$ cat src/rtl/wb_arbiter.sv
// wb_arbiter: queues results from three producers and grants up to two per cycle onto the register-file write ports
// Ports: clk/reset (sync, active-high); wb_hold stalls grants.
// Per producer (ex, mem, lu): rd_en/rd_add/rd_data in, rd_ready out.
// Write ports: wrd_en1/2, wrd_add1/2, wrd_data1/2 (registered).
// wb_busy flags any queued result or any live strobe.
module wb_arbiter #(
  parameter int DEPTH = 2
) (
  input  logic        clk,
  input  logic        reset,
  input  logic        wb_hold,
  input  logic        ex_rd_en,
  input  logic        mem_rd_en,
  input  logic        lu_rd_en,
  input  logic [6:0]  ex_rd_add,
  input  logic [6:0]  mem_rd_add,
  input  logic [6:0]  lu_rd_add,
  input  logic [31:0] ex_rd_data,
  input  logic [31:0] mem_rd_data,
  input  logic [31:0] lu_rd_data,
  output logic        ex_rd_ready,
  output logic        mem_rd_ready,
  output logic        lu_rd_ready,
  output logic        wrd_en1,
  output logic        wrd_en2,
  output logic [6:0]  wrd_add1,
  output logic [6:0]  wrd_add2,
  output logic [31:0] wrd_data1,
  output logic [31:0] wrd_data2,
  output logic        wb_busy
);
  localparam int AW = $clog2(DEPTH);
  localparam int CW = AW + 1;
  localparam logic [CW-1:0] FULL = CW'(DEPTH);
  logic          en [3];
  logic [6:0]    in_add [3];
  logic [31:0]   in_data [3];
  logic [6:0]    add_q [3][DEPTH];
  logic [31:0]   data_q [3][DEPTH];
  logic [AW-1:0] wp_q [3];
  logic [AW-1:0] rp_q [3];
  logic [CW-1:0] cnt_q [3];
  logic [2:0]    rdy, push, pop, ne;
  logic [6:0]    head_add [3];
  logic [31:0]   head_data [3];
  logic [1:0]    rr_q, rr_d, base;
  logic [1:0]    ord [3];
  logic [1:0]    g1, g2;
  logic          g1_v, g2_v, seen2;

  function automatic logic [1:0] inc3(input logic [1:0] x);
    return x >= 2'd2 ? 2'd0 : x + 2'd1;
  endfunction

  assign en      = '{ex_rd_en, mem_rd_en, lu_rd_en};
  assign in_add  = '{ex_rd_add, mem_rd_add, lu_rd_add};
  assign in_data = '{ex_rd_data, mem_rd_data, lu_rd_data};
  assign ex_rd_ready  = rdy[0];
  assign mem_rd_ready = rdy[1];
  assign lu_rd_ready  = rdy[2];
  assign wb_busy = |ne || wrd_en1 || wrd_en2;

  // Writes to x0 are acknowledged but never stored.
  always_comb
    for (int i = 0; i < 3; i++) begin
      rdy[i]       = !reset && cnt_q[i] < FULL;
      push[i]      = en[i] && rdy[i] && in_add[i] != 7'h00;
      ne[i]        = cnt_q[i] != '0;
      head_add[i]  = add_q[i][rp_q[i]];
      head_data[i] = data_q[i][rp_q[i]];
    end

  // Only the second head found competes for port 2; if it targets the same
  // register as port 1 it waits, so same-register writes stay in order.
  always_comb begin
    base   = rr_q == 2'd3 ? 2'd0 : rr_q;
    ord[0] = base;
    ord[1] = inc3(base);
    ord[2] = inc3(inc3(base));
    g1_v   = 1'b0;
    g1     = 2'd0;
    g2_v   = 1'b0;
    g2     = 2'd0;
    seen2  = 1'b0;
    for (int k = 0; k < 3; k++)
      if (ne[ord[k]]) begin
        if (!g1_v) begin
          g1_v = 1'b1;
          g1   = ord[k];
        end else if (!seen2) begin
          seen2 = 1'b1;
          g2    = ord[k];
          g2_v  = head_add[ord[k]] != head_add[g1];
        end
      end
    g1_v = g1_v && !wb_hold;
    g2_v = g2_v && !wb_hold;
    for (int i = 0; i < 3; i++)
      pop[i] = (g1_v && g1 == 2'(i)) || (g2_v && g2 == 2'(i));
    rr_d = g1_v ? inc3(g2_v ? g2 : g1) : rr_q;
  end

  always_ff @(posedge clk)
    for (int i = 0; i < 3; i++)
      if (push[i]) begin
        add_q[i][wp_q[i]]  <= in_add[i];
        data_q[i][wp_q[i]] <= in_data[i];
      end

  always_ff @(posedge clk) begin
    if (reset) begin
      for (int i = 0; i < 3; i++) begin
        wp_q[i]  <= '0;
        rp_q[i]  <= '0;
        cnt_q[i] <= '0;
      end
      rr_q      <= 2'd0;
      wrd_en1   <= 1'b0;
      wrd_en2   <= 1'b0;
      wrd_add1  <= '0;
      wrd_add2  <= '0;
      wrd_data1 <= '0;
      wrd_data2 <= '0;
    end else begin
      for (int i = 0; i < 3; i++) begin
        if (push[i]) wp_q[i] <= wp_q[i] + AW'(1);
        if (pop[i]) rp_q[i] <= rp_q[i] + AW'(1);
        cnt_q[i] <= cnt_q[i] + CW'(push[i]) - CW'(pop[i]);
      end
      rr_q    <= rr_d;
      wrd_en1 <= g1_v;
      wrd_en2 <= g2_v;
      if (g1_v) begin
        wrd_add1  <= head_add[g1];
        wrd_data1 <= head_data[g1];
      end
      if (g2_v) begin
        wrd_add2  <= head_add[g2];
        wrd_data2 <= head_data[g2];
      end
    end
  end
endmodule

$ cat config.mk
export PLATFORM = sky130hd
export DESIGN_NAME = wb_arbiter
export DESIGN_NICKNAME = d
export VERILOG_FILES = /design/src/rtl/wb_arbiter.sv
export SDC_FILE = /design/constraint.sdc
export NUM_CORES = 1
export LEC_CHECK = 0
export CAP_MARGIN = 20
export CORE_ASPECT_RATIO = 0.7
export CORE_MARGIN = 1.5
export CORE_UTILIZATION = 35
export CTS_CLUSTER_SIZE = 40
export DETAILED_ROUTE_END_ITERATION = 12
export PLACE_DENSITY_LB_ADDON = 0.15
export SYNTH_ARGS = -nofsm -noshare
export SYNTH_HDL_FRONTEND = slang
export SYNTH_SLANG_ARGS = --single-unit
$ cat constraint.sdc
create_clock -name clk -period 12.3 [get_ports clk]
set_clock_uncertainty 0.15 [all_clocks]
set_input_delay 2.46 -clock clk [delete_from_list [all_inputs] [get_ports clk]]
set_output_delay 2.46 -clock clk [all_outputs]
set_load 0.1 [all_outputs]
==> flow_metrics.env, run 1 <==
export IMPL_ir_drop_mv=0.223
export IMPL_worstPathArrival_ns=4.78
export IMPL_cp_startpoint="reset"
export IMPL_drc_errors=0
export IMPL_dieHeight_um=177
export IMPL_rsz0062_at_grt="false"
export IMPL_ys_flop_type="edfxtp_1"
export IMPL_cts_max_level=2
export IMPL_initial_core_util=0.357
export IMPL_drtIter0Drc=728
export IMPL_synth_edf_count=240
export IMPL_relSlewSlack=0.257
export IMPL_cts_setup_buffers=0
export IMPL_post_route_min_period_ns=7.39
export IMPL_routedWlPerCell_um=23.2
export IMPL_place_ws_ns=4.87
export IMPL_worst_pin_slew_ns=1.11
export IMPL_cts_hold_buf=0
export IMPL_power_density_mw_per_mm2=307
export IMPL_gp_congestion=0.911
export IMPL_vias_per_cell=5.41
export IMPL_crit_end="ex_rd_ready"
export IMPL_dr_pass1_iters=6
export IMPL_syn_avg_cell_area_um2=12.0
export IMPL_io_pins=207
export IMPL_r2r_end="cnt_q[0][5]"
export IMPL_leakage_uw=0.00676
export IMPL_path_clk_slew_ns=0.06
export IMPL_slew_violations=0
export IMPL_hold_viol=0
export IMPL_ff2ff_setup_slack_ns=6.41
export IMPL_cts_buffers_inserted=35
export IMPL_dieArea_mm2=0.0447
export IMPL_antenna_found_initial=1
export IMPL_ys_async_sr_fraction=0
export IMPL_grt_max_degree=66
export IMPL_ctsResizeCount=0
export IMPL_worstRegToRegCells=16
export IMPL_yosysWarnings=0
export IMPL_synth_cell_types=73
export IMPL_path_class="input pin to output port"
export IMPL_clock_latency_ns=0.53
export IMPL_via_count=10947
export IMPL_max_freq_mhz=135
export IMPL_syn_nets=1399
export IMPL_grt_pass1_wl_um=69200
export IMPL_std_cell_rows=63
export IMPL_crit_path_max_fanout=34
export IMPL_synthCells=1266
export IMPL_hp_class="flip-flop to flip-flop"
export IMPL_design_area_mm2=0.0189
export IMPL_antenna_cells=0
export IMPL_wl_um=47000
export IMPL_port_buffers=206
export IMPL_setup_viol=0
export IMPL_cts_tree="built"
export IMPL_placed_area_mm2=0.0178
export IMPL_cp_end_kind="output port"
export IMPL_die_x_um=252
export IMPL_yosys_area_top_type_share=0.474
export IMPL_drive_above_1_share=0.105
export IMPL_startpoint_type="input pin"
export IMPL_grt_overflow_total=0
export IMPL_synth_area_top_cells="edfxtp_1 (47%), dfxtp_1 (12%), mux2i_1 (11%)"
export IMPL_ys_seq_area_frac=0.590
export IMPL_fin_tns_setup_ns=0
export IMPL_ant_nets=0
export IMPL_grt_pass1_vias=10806
export IMPL_synth_area_mm2=0.0152
export IMPL_fin_crit_sh=0.601
export IMPL_required_ns=9.69
export IMPL_clockRootBuffer="clkbuf_16"
export IMPL_outcome="finished clean"
export IMPL_synth_top_cell_by_area="edfxtp_1"
export IMPL_area_delta_synth_final_pct=24.3
export IMPL_fin_util=0.444
export IMPL_coreArea_mm2=0.0426
export IMPL_cts_buffer_depth=3
export IMPL_synth_seq_cells=328
export IMPL_timing_rr_start="rp_q[0][0]"
export IMPL_grt_use_total=0.209
export IMPL_dpl_hpwl_um=31500
export IMPL_most_common_layout_cells="edfxtp_1 (240), clkdlybuf4s50_1 (205), mux2i_1 (161), nand2_1 (152), nor2_1 (95)"
export IMPL_setup_slack_ns=4.91
export IMPL_final_common_cell="edfxtp_1"
export IMPL_final_nets=1579
export IMPL_fillers=3932
export IMPL_cts_sinks=328
export IMPL_maxCapViolCount=0
-- state kept, by name (all words and copies together), names as in the netlist, 2 cells and up --
signal / count
rr_q: 2
data_q: 192
wp_q: 3
wrd_data2: 32
wrd_data1: 32
cnt_q: 6
wrd_add2: 7
add_q: 42
wrd_add1: 7
rp_q: 3
-- metal layers --
metal  part of all wire  track usage  vias to the layer above
li1                   -            -                     5135
met2               0.46        0.336                      320
met1               0.47        0.295                     5429
met4              0.017       0.0459                        2
met5            0.00028            0                        -
met3              0.054       0.0358                       61
-- cell type report --
class,instances,area (um^2),area share
Clock inverter,12,96.3,0.00509
Multi-Input combinational cell,830,5820,0.308
Sequential cell,328,8970,0.474
Inverter,15,57.6,0.00304
Tap cell,552,691,0.0365
Clock buffer,52,991,0.0524
Timing Repair Buffer,236,2280,0.121
-- cell usage after synthesis (7+ instances only) --
| cell | number |
|---|---|
| o211ai_1 | 44 |
| clkbuf_1 | 53 |
| nand4_1 | 8 |
| ha_1 | 10 |
| xnor2_1 | 12 |
| nand3_1 | 11 |
| nor2b_1 | 7 |
| buf_2 | 27 |
| a311oi_1 | 27 |
| nor2_1 | 95 |
| mux2_2 | 45 |
| nor3_1 | 65 |
| o21ai_0 | 13 |
| inv_1 | 13 |
| edfxtp_1 | 240 |
| nor4_1 | 7 |
| nand2_1 | 153 |
| dfxtp_1 | 88 |
| a21oi_1 | 29 |
| mux2i_1 | 162 |
| a211oi_1 | 28 |
| a221oi_1 | 10 |
-- how the worst min path moves through the flow --
stage                 startpoint      endpoint  slack (ns)  cells past startpoint
finish              wrd_data2[3]  wrd_data2[3]        0.31                      2
global route        wrd_data2[5]  wrd_data2[5]        0.33                      2
detailed placement  wrd_data2[3]  wrd_data2[3]        0.30                      2
global placement    wrd_data2[1]  wrd_data2[1]        0.30                      2
floorplan            cnt_q[0][5]   cnt_q[0][5]        0.39                      2
CTS                 wrd_data2[0]  wrd_data2[0]        0.32                      2
-- cells by family (layout without fill, tap and decap cells) --
family | count (synthesis) | after routing | synth area share
AOI/OAI and AO/OA | 217 | 217 | 0.108
buffers and inverters | 108 | 315 | 0.0338
and+or+nand+nor | 377 | 377 | 0.109
adders and majority gates | 10 | 10 | 0.00823
DFF | 328 | 328 | 0.590
xor gates and xnor gates | 18 | 18 | 0.0104
muxes | 208 | 208 | 0.141
-- per-stage QoR --
step           power [uW]  std cells  hold slack [ns]
2_1_floorplan        3930       1266            0.391
3_3_place_gp         4780       1961            0.295
3_5_place_dp         4800       1961            0.304
4_1_cts              5830       2025            0.315
5_1_grt              6110       2025            0.327
6_report             5800       2025            0.311
-- critical path, cell delays in order --
cell	delay [ns]
buf_2	0.68
buf_4	0.48
nor2_1	0.13
clkdlybuf4s50_1	0.99
-- report_power, final --
| group | internal (uW) | total [uW] | switching (uW) |
|---|---|---|---|
| Combinational | 965 | 3280 | 2320 |
| Clock | 582 | 1010 | 430 |
| Sequential | 1380 | 1510 | 126 |
(Power assumes the default switching activity.)
==> run 2, diff against run 1 <==
clock period = 6.59 ns   (was 12.3 ns; I/O delays follow)
==> flow_metrics.env, run 2 (synthesized netlist as in run 1, its figures left out) <==
export IMPL_ant_nets=0
export IMPL_grt_use_total=0.218
export IMPL_post_route_min_period_ns=5.21
export IMPL_path_clk_slew_ns=0.06
export IMPL_cts_buffers_inserted=34
export IMPL_grt_pass1_vias=10949
export IMPL_ir_drop_mv=0.511
export IMPL_vias_per_cell=5.43
export IMPL_largest_reg_flops=192
export IMPL_dr_pass1_iters=5
export IMPL_initial_core_util=0.357
export IMPL_use_met1=0.304
export IMPL_dpl_hpwl_um=32800
export IMPL_fin_util=0.448
export IMPL_max_freq_mhz=192
export IMPL_drc_errors=0
export IMPL_grt_pass1_wl_um=72000
export IMPL_required_ns=6.81
export IMPL_drive_above_1_share=0.114
export IMPL_ff2ff_setup_slack_ns=1.38
export IMPL_dieArea_mm2=0.0447
export IMPL_cts_setup_buffers=0
export IMPL_cp_end_kind="flip-flop"
export IMPL_dieHeight_um=177
export IMPL_p_total_uw=11000
export IMPL_most_common_layout_cells="edfxtp_1 (240), clkdlybuf4s50_1 (205), mux2i_1 (161), nand2_1 (152), nor2_1 (95)"
export IMPL_coreArea_mm2=0.0426
export IMPL_hold_viol=0
export IMPL_hold_path_startpoint="wrd_data2[5]"
export IMPL_power_density_mw_per_mm2=579
export IMPL_r2r_end="cnt_q[0][5]"
export IMPL_routedWlPerCell_um=24.1
export IMPL_crit_path_max_fanout=18
export IMPL_grt_max_degree=59
export IMPL_fin_crit_sh=0.790
export IMPL_worst_pin_slew_ns=1.12
export IMPL_cts_tree="built"
export IMPL_hold_path_endpoint="wrd_data2[5]"
export IMPL_worstRegToRegCells=17
export IMPL_setup_viol=0
export IMPL_fin_tns_setup_ns=0
export IMPL_outcome="finished clean"
export IMPL_startpoint_type="flip-flop"
export IMPL_maxCapViolCount=0
export IMPL_antenna_found_initial=3
export IMPL_clock_latency_ns=0.52
export IMPL_gp_congestion=0.872
export IMPL_via_count=11021
export IMPL_grt_overflow_total=0
export IMPL_leakage_uw=0.00683
export IMPL_clockRootBuffer="clkbuf_16"
export IMPL_top_usage_layer="met2"
export IMPL_port_buffers=206
export IMPL_ctsResizeCount=0
export IMPL_wl_um=49000
export IMPL_final_nets=1585
export IMPL_cts_max_level=2
export IMPL_final_common_cell="edfxtp_1"
export IMPL_io_pins=207
export IMPL_die_x_um=252
export IMPL_std_cell_rows=63
export IMPL_area_delta_synth_final_pct=25.3
export IMPL_grt_use_met3=0.0396
export IMPL_cts_sinks=328
export IMPL_cts_hold_buf=0
export IMPL_met2_usage=0.352
export IMPL_whs_path_depth=2
export IMPL_hp_class="flip-flop to flip-flop"
export IMPL_cts_buffer_depth=3
export IMPL_fillers=3969
export IMPL_timing_rr_start="rr_q[0]"
export IMPL_slew_violations=0
export IMPL_worstPathArrival_ns=5.42
export IMPL_path_class="flip-flop to flip-flop"
export IMPL_relSlewSlack=0.247
export IMPL_rsz0062_at_grt="false"
export IMPL_drtIter0Drc=947
[run 2: how the worst max path moves through the flow]
| stage | slack, ns | endpoint | cells past startpoint | from |
|---|---|---|---|---|
| 6_report | 1.38 | cnt_q[0][5] | 17 | rr_q[0] |
| 3_3_place_gp | 1.53 | cnt_q[0][5] | 17 | rr_q[0] |
| 3_5_place_dp | 1.37 | cnt_q[0][5] | 17 | rr_q[0] |
| 2_1_floorplan | 1.04 | add_q[0][35] | 5 | reset |
| 5_1_grt | 0.87 | cnt_q[0][5] | 17 | rr_q[0] |
| 4_1_cts | 1.33 | cnt_q[0][5] | 17 | rr_q[0] |
[run 2: metrics by stage]
stage / setup slack [ns] / hold slack [ns] / cells / area (um^2)
floorplan: 1.04 / 0.391 / 1266 / 15200
global placement: 1.53 / 0.297 / 1966 / 17900
detailed placement: 1.37 / 0.305 / 1967 / 17900
CTS: 1.33 / 0.313 / 2028 / 19000
global route: 0.865 / 0.331 / 2030 / 19100
finish: 1.38 / 0.310 / 2030 / 19100
[run 2: critical path: stages, from the launching register on]
cell and delay (ns):
dfxtp_1 0.39, inv_1 0.08, ha_1 0.70, buf_4 0.37, or2_1 0.17, nor2_2 0.09, nor2_1 0.71, o21bai_1 0.28
a311oi_1 0.27, nand4b_1 0.25, o21ai_4 0.55, o22ai_1 0.17, ha_1 0.32, inv_1 0.04, ha_1 0.17, xor2_1 0.16
xnor2_1 0.14, nor2_1 0.05
[run 2: final cells by class]
type,instances,area [um^2],area share
Inverter,15,57.6,0.00302
Antenna cell,1,2.50,0.000131
Clock buffer,46,947,0.0497
Timing Repair Buffer,243,2350,0.124
Multi-Input combinational cell,830,5820,0.306
Sequential cell,328,8970,0.471
Tap cell,552,691,0.0362
Clock inverter,15,208,0.0109
[run 2: power by group]
group	switching (uW)	total (uW)	leakage [uW]	internal [uW]
Combinational	4370	6190	0.00334	1830
Sequential	233	2810	0.00293	2580
Clock	805	2010	0.000563	1210
Total	5400	11000	0.00683	5620
[run 2: layer usage]
| metal | up-vias | part of all wire |
|---|---|---|
| met1 | 5441 | 0.47 |
| met4 | 4 | 0.018 |
| met5 | - | 0.00049 |
| met2 | 344 | 0.46 |
| met3 | 67 | 0.055 |
| li1 | 5165 | - |
